**src/rtl/trng_requester.sv**
```systemverilog
// trng_requester: host-side initiator for a TRNG core.
// Collects 16 entropy words into a 512-bit seed, sequences INIT / RESEED /
// GENERATE operations, and streams each 256-bit result out as 8 words.
// A watchdog in S_WAIT flags a hung core with a sticky Error.
module trng_requester #(
  parameter int P_DATA_WIDTH      = 32,
  parameter int P_RESEED_INTERVAL = 4,
  parameter int P_TIMEOUT         = 1024
) (
  input  logic                        clk,
  input  logic                        Reset,
  input  logic                        Enable,
  input  logic                        ent_valid,
  input  logic [P_DATA_WIDTH-1:0]     ent_data,
  output logic                        ent_ready,
  output logic                        TRNG_Go,
  output logic [1:0]                  Op_Type,
  input  logic                        TRNG_Done,
  output logic [16*P_DATA_WIDTH-1:0]  data_in,
  input  logic [8*P_DATA_WIDTH-1:0]   data_out,
  output logic                        rnd_valid,
  output logic [P_DATA_WIDTH-1:0]     rnd_data,
  input  logic                        rnd_ready,
  output logic                        Busy,
  output logic                        Error
);

  localparam int W = P_DATA_WIDTH;
  localparam logic [1:0]  OP_INIT   = 2'h0;
  localparam logic [1:0]  OP_GEN    = 2'h1;
  localparam logic [1:0]  OP_RESEED = 2'h2;
  localparam logic [15:0] WD_LAST   = 16'(P_TIMEOUT - 1);
  localparam logic [7:0]  GEN_LIMIT = 8'(P_RESEED_INTERVAL);

  typedef enum logic [2:0] {
    S_IDLE, S_COLLECT, S_ISSUE, S_WAIT, S_DRAIN
  } state_t;

  state_t                 state_q, state_d;
  logic                   need_init_q, need_init_d;
  logic                   need_seed_q, need_seed_d;
  logic [7:0]             gen_cnt_q, gen_cnt_d;
  logic [3:0]             ent_cnt_q, ent_cnt_d;
  logic [2:0]             idx_q, idx_d;
  logic [15:0]            wd_q, wd_d;
  logic                   err_q, err_d;
  logic [1:0]             op_q, op_d;
  logic [16*W-1:0]        data_in_q, data_in_d;
  // Word 0 of the result (data_out MSBs) lives in buf_q[7].
  logic [7:0][W-1:0]      buf_q, buf_d;

  // State and datapath registers, synchronous reset.
  always_ff @(posedge clk) begin
    if (Reset) begin
      state_q     <= S_IDLE;
      need_init_q <= 1'b1;
      need_seed_q <= 1'b0;
      gen_cnt_q   <= '0;
      ent_cnt_q   <= '0;
      idx_q       <= '0;
      wd_q        <= '0;
      err_q       <= 1'b0;
      op_q        <= OP_INIT;
      data_in_q   <= '0;
      buf_q       <= '0;
    end else begin
      state_q     <= state_d;
      need_init_q <= need_init_d;
      need_seed_q <= need_seed_d;
      gen_cnt_q   <= gen_cnt_d;
      ent_cnt_q   <= ent_cnt_d;
      idx_q       <= idx_d;
      wd_q        <= wd_d;
      err_q       <= err_d;
      op_q        <= op_d;
      data_in_q   <= data_in_d;
      buf_q       <= buf_d;
    end
  end

  // Next-state logic: operation sequencing, seed shift-in, result capture.
  always_comb begin
    state_d     = state_q;
    need_init_d = need_init_q;
    need_seed_d = need_seed_q;
    gen_cnt_d   = gen_cnt_q;
    ent_cnt_d   = ent_cnt_q;
    idx_d       = idx_q;
    wd_d        = wd_q;
    err_d       = err_q;
    op_d        = op_q;
    data_in_d   = data_in_q;
    buf_d       = buf_q;
    case (state_q)
      S_IDLE: begin
        if (Enable && !err_q) begin
          if (need_init_q || need_seed_q) begin
            state_d = S_COLLECT;
          end else begin
            state_d = S_ISSUE;
            op_d    = OP_GEN;
          end
        end
      end
      S_COLLECT: begin
        if (ent_valid) begin
          data_in_d = {data_in_q[15*W-1:0], ent_data};
          ent_cnt_d = ent_cnt_q + 4'd1;
          if (ent_cnt_q == 4'd15) begin
            state_d = S_ISSUE;
            op_d    = need_init_q ? OP_INIT : OP_RESEED;
          end
        end
      end
      S_ISSUE: begin
        state_d = S_WAIT;
        wd_d    = '0;
      end
      S_WAIT: begin
        wd_d = wd_q + 16'd1;
        // Done takes priority over a simultaneous watchdog expiry.
        if (TRNG_Done) begin
          if (op_q == OP_GEN) begin
            buf_d     = data_out;
            idx_d     = '0;
            gen_cnt_d = gen_cnt_q + 8'd1;
            if (gen_cnt_q + 8'd1 == GEN_LIMIT) need_seed_d = 1'b1;
            state_d   = S_DRAIN;
          end else begin
            need_init_d = 1'b0;
            need_seed_d = 1'b0;
            gen_cnt_d   = '0;
            state_d     = S_IDLE;
          end
        end else if (wd_q == WD_LAST) begin
          err_d       = 1'b1;
          need_init_d = 1'b1;
          state_d     = S_IDLE;
        end
      end
      S_DRAIN: begin
        if (rnd_ready) begin
          idx_d = idx_q + 3'd1;
          if (idx_q == 3'd7) state_d = S_IDLE;
        end
      end
      default: state_d = S_IDLE;
    endcase
  end

  // Outputs decoded from state; rnd_data held at zero while not valid.
  always_comb begin
    ent_ready = (state_q == S_COLLECT);
    TRNG_Go   = (state_q == S_ISSUE);
    rnd_valid = (state_q == S_DRAIN);
    Busy      = (state_q != S_IDLE);
    Error     = err_q;
    Op_Type   = op_q;
    data_in   = data_in_q;
    rnd_data  = rnd_valid ? buf_q[3'd7 - idx_q] : '0;
  end

endmodule
```
**config.mk**
```make
export PLATFORM = sky130hd
export DESIGN_NAME = trng_requester
export DESIGN_NICKNAME = d
export VERILOG_FILES = /design/src/rtl/trng_requester.sv
export SDC_FILE = /design/constraint.sdc
export NUM_CORES = 2
export LEC_CHECK = 0
export BUFFER_PORTS_ARGS = -buffer_cell sky130_fd_sc_hd__buf_2
export CORE_AREA = 2 2 329 331
export CTS_CLUSTER_DIAMETER = 120
export DETAILED_ROUTE_END_ITERATION = 12
export DIE_AREA = 0 0 331 333
export PLACE_DENSITY = 0.54
export SLEW_MARGIN = 30
export SYNTH_ARGS = -nofsm -noshare
export SYNTH_HDL_FRONTEND = slang
export SYNTH_SLANG_ARGS = --single-unit
```
**constraint.sdc**
```tcl
create_clock -name clk -period 5.1 [get_ports clk]
set_input_delay 0.255 -clock clk [delete_from_list [all_inputs] [get_ports clk]]
set_output_delay 0.255 -clock clk [all_outputs]
set_load 0.05 [all_outputs]
```
==> out/qor.yml <==
layout:
  layout.area.seq_sq_um: 16160
  post_route_cells_drive_above_1_share_pct: 23.17
  layout_area_growth_over_synthesis_pct: 37.18
  num-nets-final: 4989
  area_of_combinational_cells_with_multiple_inputs_sq_um: 12570
  final.fill_count: 11056
  final_common_cell: "nand2_1"
  leading_cell_types_in_the_layout_fill_and_taps_excluded: "1,555 x nand2_1, 843 x buf_2, 804 x dfxtp_1, 790 x a21oi_1, 290 x dlygate4sd3_1"
power:
  pwr-share-comb_pct: 6.8
  ir_worst_vdd_mv: 0.2314
  power_spent_charging_and_discharging_nets_w: 0.003451
  sw_frac_of_total_pct: 24.72
  total_leakage_power_nw: 15.88
  seq_power_share_pct: 45.6
  total_power_w: 0.01396
  internal_power_w: 0.01051
  power_density_nw_per_um2: 338.5
  power_frac_clock_pct: 47.6
setup_path:
  end_kind: "output pin"
  crit-reg2reg-capture: "buf_q[150]"
  delay_of_the_slowest_cell_on_the_worst_path_ps: 840
  criticalPathCategory: "flop to output pin"
  worst_ep_required_time_ps: 4850
  critical_path_peak_fanout: 36
  setup.worst_path.start_class: "flop"
  setup.reg_to_reg.worst_slack_ps: 2170
  cell_family_contributing_the_most_delay_on_the_critical_path: "flip-flops"
  crit_buf_inv: 2
  worstPathCellList: "buf_12, mux4_2, mux2i_1, nor2_1, buf_2"
  reg2reg_depth: 6
  critical_path_arrival_ps: 3010
  regToRegStartpoint: "state_q[2]"
  timing.critical_path.slowest_stage_cell: "dfxtp_4"
grt:
  grtUsageTotal_pct: 20.54
  grt_max_degree: 224
  grt_overflow_total: 0
  antenna_found_initial: 20
  grt_pass1_wl_microns: 173600
  grt_pass1_vias: 27724
synthesis:
  asyncSetResetFlopFracSynth_pct: 0
  syn_area_per_cell_sq_um: 8.096
  ys_seq_elements: 807
  post_synth_instance_area_sq_um: 30070
  synth_edf_count: 0
  synth_seq_area_share_pct: 53.73
  syn-num-nets: 4014
  synthesis.yosys.warnings: 0
  syn-instance-count: 3714
  synth.distinct_cells: 46
  ys.flop_type: "dfxtp_1"
timing:
  worst_skew_ps: 27.59
  min_period_ps: 3269
  grt_setup_unrepaired: "false"
  post-route-period-util_pct: 64.10
  finalMaxSlewViolations: 0
  clock.fmax_mhz: 305.9
  hold_viol: 0
  setup_viol_count_final: 0
  worst_pin_slew_ps: 907.0
  fin_setup_tns_ps: 0
  timing.slew.headroom_pct: 39.53
die:
  die_span_in_x_microns: 331
  boundaryPins: 845
  floorplan.initialDensity_pct: 28.21
  placeableCoreArea_sq_um: 106600
  die_area_sq_um: 110200
  placement_rows: 120
  chipHeight_microns: 333
clock_network:
  clock_insertion_delay_worst_skew_ps: 670
  cts.sink_count: 807
  cts.path.max_buffers: 3
  cts_inserted_buffers: 92
  tritoncts: "yes"
  ctsResizeCount: 0
  clkSlewWorstSetupHoldPaths_ps: 60
  htree_levels: 3
  ctsRootBufferMaster: "clkbuf_16"
worst_hold_path:
  hold_path_sink: "ent_cnt_q[0]"
  worstHoldStart: "Reset"
  hold-path-cell-count: 2
  timing.hold.worst.class: "primary input to flop"
place:
  placement.io_buffers: 844
  dp_hpwl_microns: 82590
  routabilityCongestion: 0.8916
routing:
  wl_per_cell_microns: 19.12
  route.antenna.remaining_nets: 0
  drt_total_wl_microns: 118100
  drcViolationCount: 0
  drt-vias-per-instance: 4.688
  vias: 28963
  detail_route.iter0.violations: 2247
  dr.pass1.iters: 6
flow_run:
  maxCapViolations: 0
run_status:
  run_status: "finished clean"
layer usage:
| metal | track usage, % | part of all wire, % | up-vias |
|---|---|---|---|
| li1 | - | - | 14124 |
| met1 | 25.17 | 42 | 13591 |
| met2 | 33.43 | 47 | 943 |
| met3 | 5.368 | 6.4 | 291 |
| met4 | 9.613 | 4.8 | 14 |
| met5 | 0 | 0.088 | - |
registers in the layout, indices dropped and copies added (netlist names):
register     count
Error            1
Op_Type          2
buf_q          256
data_in        512
ent_cnt_q        4
gen_cnt_q        8
idx_q            3
need_init_q      1
need_seed_q      1
state_q          3
wd_q            16
worst max-delay path by stage:
stage                           from           end  slack [ps]  cells past startpoint
after CTS                   idx_q[0]  rnd_data[11]        1740                      5
after detailed placement  state_q[0]  data_in[232]        2410                      6
after global placement    state_q[2]  gen_cnt_q[0]        2410                      6
final                       idx_q[0]  rnd_data[24]        1830                      5
after floorplan             idx_q[1]  rnd_data[14]        2890                      5
after global routing        idx_q[0]  rnd_data[12]        1590                      5
logic make-up (layout without fill, tap and decap cells):
group | count (synthesis) | count (layout) | share of synthesized area (%)
simple gates | 1683 | 1683 | 21.55
compound gates | 808 | 808 | 13.52
flops | 807 | 807 | 53.73
buf+inv | 295 | 1345 | 4.540
mux | 96 | 96 | 5.859
xor+xnor | 19 | 19 | 0.5534
fa+ha+maj | 6 | 6 | 0.2497
other cells | 0 | 11 | 0
timing repair:
action | CTS | global route
buffers inserted | 0 | 0
hold endpoints to repair | 294 | 0
hold buffers | 290 | 0
area by class of cell:
cell class,instances,share of cell area (%)
Sequential cell,807,39.19
Multi-Input combinational cell,2612,30.46
Timing Repair Buffer,1170,18.55
Clock buffer,141,6.685
Tap cell,1403,4.256
Clock inverter,28,0.7341
Antenna cell,11,0.06673
Inverter,6,0.05460
stage by stage:
| stage | std cells | area [sq um] | setup WS [ps] | utilization [%] | hold slack, ps |
|---|---|---|---|---|---|
| floorplan | 3714 | 30070 | 2886 | - | 391.0 |
| global placement | 5707 | 35230 | 2414 | 33.05 | 438.8 |
| detailed placement | 5707 | 35230 | 2409 | 33.05 | 443.0 |
| CTS | 6166 | 41190 | 1736 | 38.64 | 28.66 |
| global route | 6176 | 41240 | 1592 | 38.69 | 63.45 |
| finish | 6178 | 41250 | 1831 | 38.69 | 74.00 |
synthesized netlist by cell type (all sizes together), types with 2 or more instances:
master	number	share of area, %
or2	5	0.10
nand2	1556	19
o21ai	10	0.17
nor2	65	0.82
xnor2	5	0.15
nor3	5	0.083
a21oi	790	13
nand3	13	0.22
clkbuf	150	1.9
nor2b	2	0.042
and4	2	0.058
nand4	8	0.17
mux2i	32	1.1
dfxtp	807	54
or3	8	0.17
inv	6	0.075
mux4	64	4.8
xor2	14	0.41
nand2b	3	0.062
a31oi	2	0.042
and2	3	0.062
buf	139	2.6
and3	4	0.083
ha	6	0.25
power by group through the flow:
stage	clock network, W	logic, W	registers [W]
2_1_floorplan	0	0.000431	0.00656
3_3_place_gp	0	0.000765	0.00651
3_5_place_dp	0	0.000763	0.00651
4_1_cts	0.00681	0.000954	0.00637
5_1_grt	0.00707	0.00103	0.00637
6_report	0.00664	0.000956	0.00637
worst reg2reg max path: stages, from the launching register on:
cell and delay, ps:
dfxtp_1 440, nand4b_1 450, or2_4 540, buf_12 370
buf_16 480, nand2_1 340, a21oi_1 230
No activity file was read; power rests on OpenSTA's default activity.
